`src/rtl/qbu_verify_rx.sv`:
```
// Qbu verify/response mPacket receiver: checks SMD-V / SMD-R frames for length,
// all-zero payload and optional mCRC, then reports them as pulses and counters.
module qbu_verify_rx #(
  parameter int AXIS_DATA_WIDTH = 8,
  parameter int PAYLOAD_LEN     = 60,
  parameter bit MCRC_EN         = 1'b0
) (
  input  logic                       i_clk,
  input  logic                       i_rst_n,
  input  logic [AXIS_DATA_WIDTH-1:0] i_rx_data,
  input  logic                       i_rx_valid,
  input  logic                       i_rx_last,
  output logic                       o_rx_ready,
  input  logic [7:0]                 i_rx_smd,
  input  logic                       i_rx_smd_valid,
  input  logic                       i_verify_enabled,
  output logic                       o_qbu_verify_valid,
  output logic                       o_qbu_response_valid,
  output logic [15:0]                o_rx_verify_cnt,
  output logic [15:0]                o_rx_response_cnt,
  output logic [15:0]                o_rx_err_cnt,
  output logic [1:0]                 o_fsm_state
);

  // Handshake: a beat transfers on any cycle with i_rx_valid && o_rx_ready;
  // ready drops only for the single CHECK cycle after a frame's last beat.

  localparam logic [15:0] FRAME_LEN = 16'(PAYLOAD_LEN + (MCRC_EN ? 4 : 0));
  localparam logic [15:0] PAY_LEN   = 16'(PAYLOAD_LEN);
  localparam logic [7:0]  SMD_V     = 8'h07;
  localparam logic [7:0]  SMD_R     = 8'h19;

  typedef enum logic [1:0] {
    S_IDLE  = 2'd0,
    S_RECV  = 2'd1,
    S_DROP  = 2'd2,
    S_CHECK = 2'd3
  } state_t;

  state_t      state, state_nxt;
  logic        ready;
  logic        beat;
  logic [7:0]  octet;
  logic        smd_match;
  logic        start, accum;
  logic        err_inc, ver_inc, resp_inc;
  logic        is_resp;
  logic [15:0] byte_cnt;
  logic        zero_ok;
  logic [31:0] crc;
  logic [31:0] cap;
  logic [31:0] mcrc;
  logic        frame_good;
  logic [15:0] verify_cnt, response_cnt, err_cnt;
  logic        verify_pulse, response_pulse;

  // Reflected CRC-32 (poly 0xEDB88320), one octet per call, LSB first.
  function automatic logic [31:0] crc_step(input logic [31:0] c, input logic [7:0] d);
    logic [31:0] r;
    r = c;
    for (int i = 0; i < 8; i++) begin
      r = (r[0] ^ d[i]) ? ((r >> 1) ^ 32'hEDB8_8320) : (r >> 1);
    end
    return r;
  endfunction

  assign octet      = i_rx_data[7:0];
  assign beat       = i_rx_valid && ready;
  assign smd_match  = (i_rx_smd == SMD_V) || (i_rx_smd == SMD_R);
  assign mcrc       = ~crc ^ 32'h0000_FFFF;
  assign frame_good = (byte_cnt == FRAME_LEN) && zero_ok && (!MCRC_EN || (mcrc == cap));

  always_ff @(posedge i_clk or negedge i_rst_n) begin
    if (!i_rst_n) begin
      state <= S_IDLE;
      ready <= 1'b0;
    end else begin
      state <= state_nxt;
      ready <= (state_nxt != S_CHECK);
    end
  end

  always_comb begin
    state_nxt = state;
    start     = 1'b0;
    accum     = 1'b0;
    err_inc   = 1'b0;
    ver_inc   = 1'b0;
    resp_inc  = 1'b0;
    case (state)
      S_IDLE: begin
        if (beat) begin
          if (i_rx_smd_valid && smd_match && i_verify_enabled) begin
            start     = 1'b1;
            state_nxt = i_rx_last ? S_CHECK : S_RECV;
          end else if (!i_rx_last) begin
            state_nxt = S_DROP;
          end
        end
      end
      S_RECV: begin
        if (beat) begin
          accum = 1'b1;
          if (i_rx_last) begin
            state_nxt = S_CHECK;
          end else if (byte_cnt + 16'd1 == FRAME_LEN) begin
            // Full length reached with no last: overlength, swallow the rest.
            state_nxt = S_DROP;
            err_inc   = 1'b1;
          end
        end
      end
      S_DROP: begin
        if (beat && i_rx_last) state_nxt = S_IDLE;
      end
      S_CHECK: begin
        state_nxt = S_IDLE;
        if (frame_good) begin
          ver_inc  = !is_resp;
          resp_inc = is_resp;
        end else begin
          err_inc = 1'b1;
        end
      end
      default: state_nxt = S_IDLE;
    endcase
  end

  always_ff @(posedge i_clk or negedge i_rst_n) begin
    if (!i_rst_n) begin
      is_resp  <= 1'b0;
      byte_cnt <= '0;
      zero_ok  <= 1'b0;
      crc      <= '0;
      cap      <= '0;
    end else if (start) begin
      is_resp  <= (i_rx_smd == SMD_R);
      byte_cnt <= 16'd1;
      zero_ok  <= (octet == 8'h00);
      crc      <= crc_step(32'hFFFF_FFFF, octet);
      cap      <= '0;
    end else if (accum) begin
      byte_cnt <= byte_cnt + 16'd1;
      if (byte_cnt < PAY_LEN) begin
        zero_ok <= zero_ok && (octet == 8'h00);
        crc     <= crc_step(crc, octet);
      end else begin
        // mCRC arrives LS octet first; shift in from the top.
        cap <= {octet, cap[31:8]};
      end
    end
  end

  always_ff @(posedge i_clk or negedge i_rst_n) begin
    if (!i_rst_n) begin
      verify_pulse   <= 1'b0;
      response_pulse <= 1'b0;
      verify_cnt     <= '0;
      response_cnt   <= '0;
      err_cnt        <= '0;
    end else begin
      verify_pulse   <= ver_inc;
      response_pulse <= resp_inc;
      if (ver_inc && (verify_cnt != 16'hFFFF))    verify_cnt   <= verify_cnt + 16'd1;
      if (resp_inc && (response_cnt != 16'hFFFF)) response_cnt <= response_cnt + 16'd1;
      if (err_inc && (err_cnt != 16'hFFFF))       err_cnt      <= err_cnt + 16'd1;
    end
  end

  assign o_rx_ready           = ready;
  assign o_qbu_verify_valid   = verify_pulse;
  assign o_qbu_response_valid = response_pulse;
  assign o_rx_verify_cnt      = verify_cnt;
  assign o_rx_response_cnt    = response_cnt;
  assign o_rx_err_cnt         = err_cnt;
  assign o_fsm_state          = state;

endmodule
```
`config.mk`:
```
export PLATFORM = sky130hd
export DESIGN_NAME = qbu_verify_rx
export DESIGN_NICKNAME = d
export VERILOG_FILES = /design/src/rtl/qbu_verify_rx.sv
export SDC_FILE = /design/constraint.sdc
export NUM_CORES = 1
export LEC_CHECK = 0
export ABC_CLOCK_PERIOD_IN_PS = 3200
export CAP_MARGIN = 20
export CORE_MARGIN = 5
export CORE_UTILIZATION = 52
export CTS_CLUSTER_DIAMETER = 50
export DETAILED_ROUTE_END_ITERATION = 8
export HOLD_SLACK_MARGIN = 0.08
export PLACE_DENSITY = 0.78
export SYNTH_ARGS = -nofsm -noshare
export SYNTH_HDL_FRONTEND = slang
export SYNTH_SLANG_ARGS = --single-unit
export TNS_END_PERCENT = 50
```
`constraint.sdc`:
```
create_clock -name i_clk -period 3.2 [get_ports i_clk]
set_clock_uncertainty 0.15 [all_clocks]
set_input_delay 0.32 -clock i_clk [delete_from_list [all_inputs] [get_ports i_clk]]
set_output_delay 0.32 -clock i_clk [all_outputs]
set_load 0.1 [all_outputs]
```
# Yosys cells after proc, flatten, opt, wreduce, memory -nomap -nowiden
# Cells that the tools add are included.
[word_totals]
reg_bits = 71
input_bits = 22
output_inout_bits = 53
word_cells = 70
[op_classes]
addsub = 4
order_cmp = 1
eq_ne = 11
muxes = 28
n_reduce_logical = 16
[op_table]
columns = ["op", "count"]
rows = [
  ["16-bit by 1-bit adder with 16-bit output (second input constant)", 4],
  ["16-bit inequality test (second input constant)", 3],
  ["16-bit by 6-bit == test with 1-bit output (second input constant)", 2],
  ["16-bit two-way mux", 2],
  ["16-bit by 6-bit less-than comparator with 1-bit output (second input constant)", 1],
  ["1-bit two-way mux", 16],
  ["2-bit two-way mux", 8],
  ["1-bit logical AND", 9],
  ["8-bit by 3-bit == test with 1-bit output (second input constant)", 1],
  ["8-bit by 5-bit == test with 1-bit output (second input constant)", 1],
  ["8-bit logical NOT", 1],
  ["2-bit one-hot mux with 4 select lines", 1],
  ["2-bit == test (second input constant)", 2],
  ["2-bit nonzero test", 2],
  ["2-bit by 1-bit == test with 1-bit output (second input constant)", 1],
  ["2-bit logical NOT", 1],
  ["2-bit inequality test (second input constant)", 1],
  ["1-bit one-hot mux with 2 select lines", 1],
  ["2-bit AND reduction", 1],
  ["1-bit logical NOT", 1],
  ["1-bit logical OR", 1],
]

# Logic depth before layout (Yosys ltp)
[logic_depth]
ltp_word = 9
mapped_depth = 10

# Worst setup path before layout
# OpenSTA, ideal clock, no wires.
[synth_path]
path_kind = "register -> register"
from = "register verify_cnt[5], in the netlist o_rx_verify_cnt[5]"
to = "register verify_cnt[9], in the netlist o_rx_verify_cnt[9]"
setup_time_ps = 162
t_arrival_ps = 2668
required_time_ps = 2888
setup_slack_ps = 220
path_stages_with_launch = 9
path_buffers = 1
cell_sequence = "dfrtp_1 nand3_1 nor2_1 nand4_1 o31ai_1 or2_0 clkbuf_1 nor2_1 xor2_1"
[synth_via]
elab_chain_cells = 2
[synth_rtl]
columns = ["item", "line_no", "source"]
rows = [
  ["start: declaration", "54", "logic [15:0] verify_cnt, response_cnt, err_cnt;"],
  ["start signal: assignment", "164", "if (ver_inc && (verify_cnt != 16'hFFFF)) verify_cnt <= verify_cnt + 16'd1;"],
  ["branches (longest 2 deep; another with 16-bit by 1-bit adder with 16-bit output)", "-", ""],
]
# Several ways; the timed one is not identified.
# A chain may end at the register's enable or synchronous reset.

# Worst setup path after layout
[layout_path]
from = "register byte_cnt[0]"
to = "register err_cnt[14], in the netlist o_rx_err_cnt[14]"
[layout_via]
elab_chain_cells = 7
[layout_rtl]
columns = ["item", "line_no", "source"]
rows = [
  ["start: declaration", "48", "logic [15:0] byte_cnt;"],
  ["start signal: assignment", "143", "byte_cnt <= byte_cnt + 16'd1;"],
  ["16-bit by 1-bit adder with 16-bit output", "106", "end else if (byte_cnt + 16'd1 == FRAME_LEN) begin"],
  ["16-bit by 6-bit == test with 1-bit output", "106", ""],
  ["1-bit two-way mux", "106", ""],
  ["1-bit two-way mux", "104", "if (i_rx_last) begin"],
  ["1-bit two-way mux", "102", "if (beat) begin"],
  ["1-bit one-hot mux with 2 select lines (*)", "90", "case (state)"],
  ["1-bit logical AND (*)", "166", "if (err_inc && (err_cnt != 16'hFFFF)) err_cnt <= err_cnt + 16'd1;"],
  ["end signal: assignment", "166", ""],
  ["end: declaration", "54", ""],
]
# Every way passes the cells marked *; elsewhere a longest branch is shown, timed or not.

==> reports/metrics.cfg <==
[timing]
rsz0062_at_grt = false
hold_viol = 0
setup_ws_ns = 0.260
fmax_mhz = 340
tns_ns = 0
worstMarginPinSlew_ns = 0.971
slew_headroom = 0.351
fin_crit_sh = 0.919
finalMaxSlewViolations = 0
period_needed_ns = 2.94
setup_viol = 0

[critical_path]
reg2reg_depth = 9
worstSetupEndpointType = register
critical_path.max_stage_delay_ns = 0.44
cp_top_family = simple AND/OR/NAND/NOR gates
r2r_setup_slack_ns = 0.26
path_buf_inv = 1
worstPathMaxFanout = 7
start_kind = register
critPathRequiredTime_ns = 3.28
crit_chain = ha_1, nand2_1, nor4_1, xor2_1, nor4b_4, a41oi_4, buf_4, nor3_1, mux2_1
cp_num_cells = 9
crit_slowest_cell = dfrtp_1
r2r_start = byte_cnt[0]
regToRegEndpoint = o_rx_err_cnt[14]
cp.arrival_ns = 3.02
worst-setup-path-type = register to register
setup.worst_path.end = o_rx_err_cnt[14]
cp-startpoint = byte_cnt[0]

[floorplanning]
die_width_microns = 94.0
initial_core_util = 0.537
ios = 75
die-area_sq_um = 8840
fp.coreArea_sq_um = 6830
num_rows = 30
dieHeight_microns = 94.0

[clock_network]
numCtsBuffers = 9
clockRootBuffer = clkbuf_8
clk_latency_ns = 0.35
cts.clk_slew.worst_paths_ns = 0.07
cts_htree_levels = 3
clk_path_buf_depth = 2
cts_tree = yes
clock-sinks = 71

[route]
vias = 2909
wirelength_microns = 7870
drtPass1Iterations = 4
wl_per_cell_microns = 14.5
ant_nets = 0
drc = 0
vias_per_cell = 5.36
initialDrtViolationCount = 126

[power_and_ir_drop]
vdd_drop_max_uv = 334
switchingPower_w = 0.000416
clkPwrFrac = 0.449
leakage_nw = 2.31
sw_frac_of_total = 0.220
p_total_w = 0.00190
p_int_w = 0.00148
seqPwrFrac = 0.482
powerDensity_nw_per_um2 = 402
combPwrFrac = 0.069

[layout]
antenna_cells = 0
synthToLayoutAreaGrowth_pct = 28.5
fin_nets = 469
drive_gt1_frac = 0.217

[logic_synthesis]
yosysMostFrequentCell = dfrtp_1
synth_area_per_cell_sq_um = 10.4
synthSimpleGateAreaFrac = 0.270
async_reset_ff_frac = 1.00
synth_top_area_frac = 0.484
synth_area_leaders = dfrtp_1, xor2_1, xnor2_1, nand3_1, nor2_1
ys_seq_area_frac = 0.484
synth_cells = 352
synth_seq_cells = 71
synth_ff_type = dfrtp_1
synthAdderAreaFrac = 0.0170
ys_types = 46
synth_top_family_by_area = simple AND/OR/NAND/NOR gates
syn_nets = 379
yosys_warnings = 0
yosys.area.top_type = dfrtp_1
synth_area_sq_um = 3670
synthTopCellsByCount = dfrtp_1, nand3_1, nor2_1, xor2_1, nand2_1
synth_xor_area_frac = 0.141
synth_edf_count = 0
synth-compound-area-share = 0.0419
synth.area.mux_share = 0.0211

[worst_hold_path]
min_path_type = primary input to async pin

[global_route]
grt.overflow.total = 0
grt_start_max_net_pins = 49
grt_use_total = 0.194
grt_pass1_wl_microns = 13700
antenna_found_initial = 0
grt_pass1_vias = 2955

[place]
dp_hpwl_microns = 5740
place_congestion = 0.875
place_ws_ns = 0.169
numPortBuffers = 74

[job]
maxCapViolations = 0

[run_status]
status = finished, final reports clean

-- worst min path at each step --
stage,from,end,slack (ns),cells after the start
floorplan,i_rst_n,byte_cnt[0],-0.13,0
global placement,o_rx_verify_cnt[6],o_rx_verify_cnt[6],0.33,1
detailed placement,o_rx_response_cnt[9],o_rx_response_cnt[9],0.34,1
CTS,o_rx_response_cnt[9],o_rx_response_cnt[9],0.36,1
global route,i_rst_n,o_rx_response_cnt[13],0.18,2
finish,i_rst_n,o_rx_response_cnt[15],0.19,2
-- power by group through the flow --
stage          clock [W]  sequential (W)  combinational, W
5_1_grt         0.000914        0.000914          0.000141
3_5_place_dp           0        0.000931          0.000114
4_1_cts         0.000875        0.000913          0.000115
2_1_floorplan          0        0.000953         0.0000331
3_3_place_gp           0        0.000931          0.000113
6_report        0.000850        0.000913          0.000131
-- cell families after synthesis --
kind of cell / Yosys count
adders and majority gates: 5
AOI/OAI and AO/OA: 18
DFF: 71
and+or+nand+nor: 172
xor gates and xnor gates: 59
muxes: 7
buffers and inverters: 20
-- per-layer routing --
metal  vias up  global-route usage  wire [microns]  part of all wire
met2        60               0.311            3810              0.48
met4         0              0.0686             110             0.014
met5         -                   0               0                 0
met3        13              0.0545             449             0.057
met1      1429               0.252            3500              0.45
li1       1407                   -               -                 -
-- what timing repair did --
action | in CTS | in global routing
gates resized for setup | 0 | 1
hold buffers | 1 | 0
setup buffers | 0 | 4
endpoints found under the hold margin | 46 | 0
endpoints found under the setup margin | 0 | 8
-- stage by stage --
| stage | area (sq um) | hold WS [ns] | util | instances |
|---|---|---|---|---|
| 2_1_floorplan | 3670 | -0.126 | - | 352 |
| 3_3_place_gp | 4410 | 0.335 | 0.646 | 521 |
| 3_5_place_dp | 4410 | 0.339 | 0.646 | 521 |
| 4_1_cts | 4660 | 0.356 | 0.682 | 538 |
| 5_1_grt | 4720 | 0.182 | 0.691 | 543 |
| 6_report | 4720 | 0.194 | 0.691 | 543 |
-- final cells by class --
cell class | count | area (sq um)
inverter | 12 | 45.0
sequential | 71 | 1780
clock buffer | 11 | 131
fill | 534 | 2110
multi-input combinational | 261 | 1820
timing repair buffer | 87 | 721
clock inverter | 5 | 106
tap | 96 | 120
-- flip-flops by register name, indices dropped and copies added, names as in the netlist, 2 cells and up --
register,flops
byte_cnt,16
o_rx_verify_cnt,16
o_fsm_state,2
o_rx_err_cnt,16
o_rx_response_cnt,16
-- cells in the final DEF (no fill, tap or decap), types with 4 or more instances in the layout --
| cell | synthesis | layout |
|---|---|---|
| clkbuf_8 | 0 | 9 |
| nor4_1 | 8 | 7 |
| mux2_1 | 4 | 4 |
| dfrtp_1 | 71 | 71 |
| inv_1 | 12 | 12 |
| nor2_1 | 35 | 35 |
| a21oi_1 | 4 | 4 |
| and3_1 | 8 | 8 |
| ha_1 | 5 | 5 |
| nor3_1 | 11 | 11 |
| buf_4 | 0 | 62 |
| nand2_1 | 28 | 28 |
| xor2_1 | 35 | 35 |
| nor4_2 | 5 | 6 |
| clkdlybuf4s50_1 | 0 | 22 |
| nand2b_1 | 4 | 4 |
| nand3_1 | 38 | 38 |
| and4_1 | 4 | 4 |
| xnor2_1 | 24 | 24 |
| nand4_1 | 8 | 8 |
(Power assumes the default switching activity.)
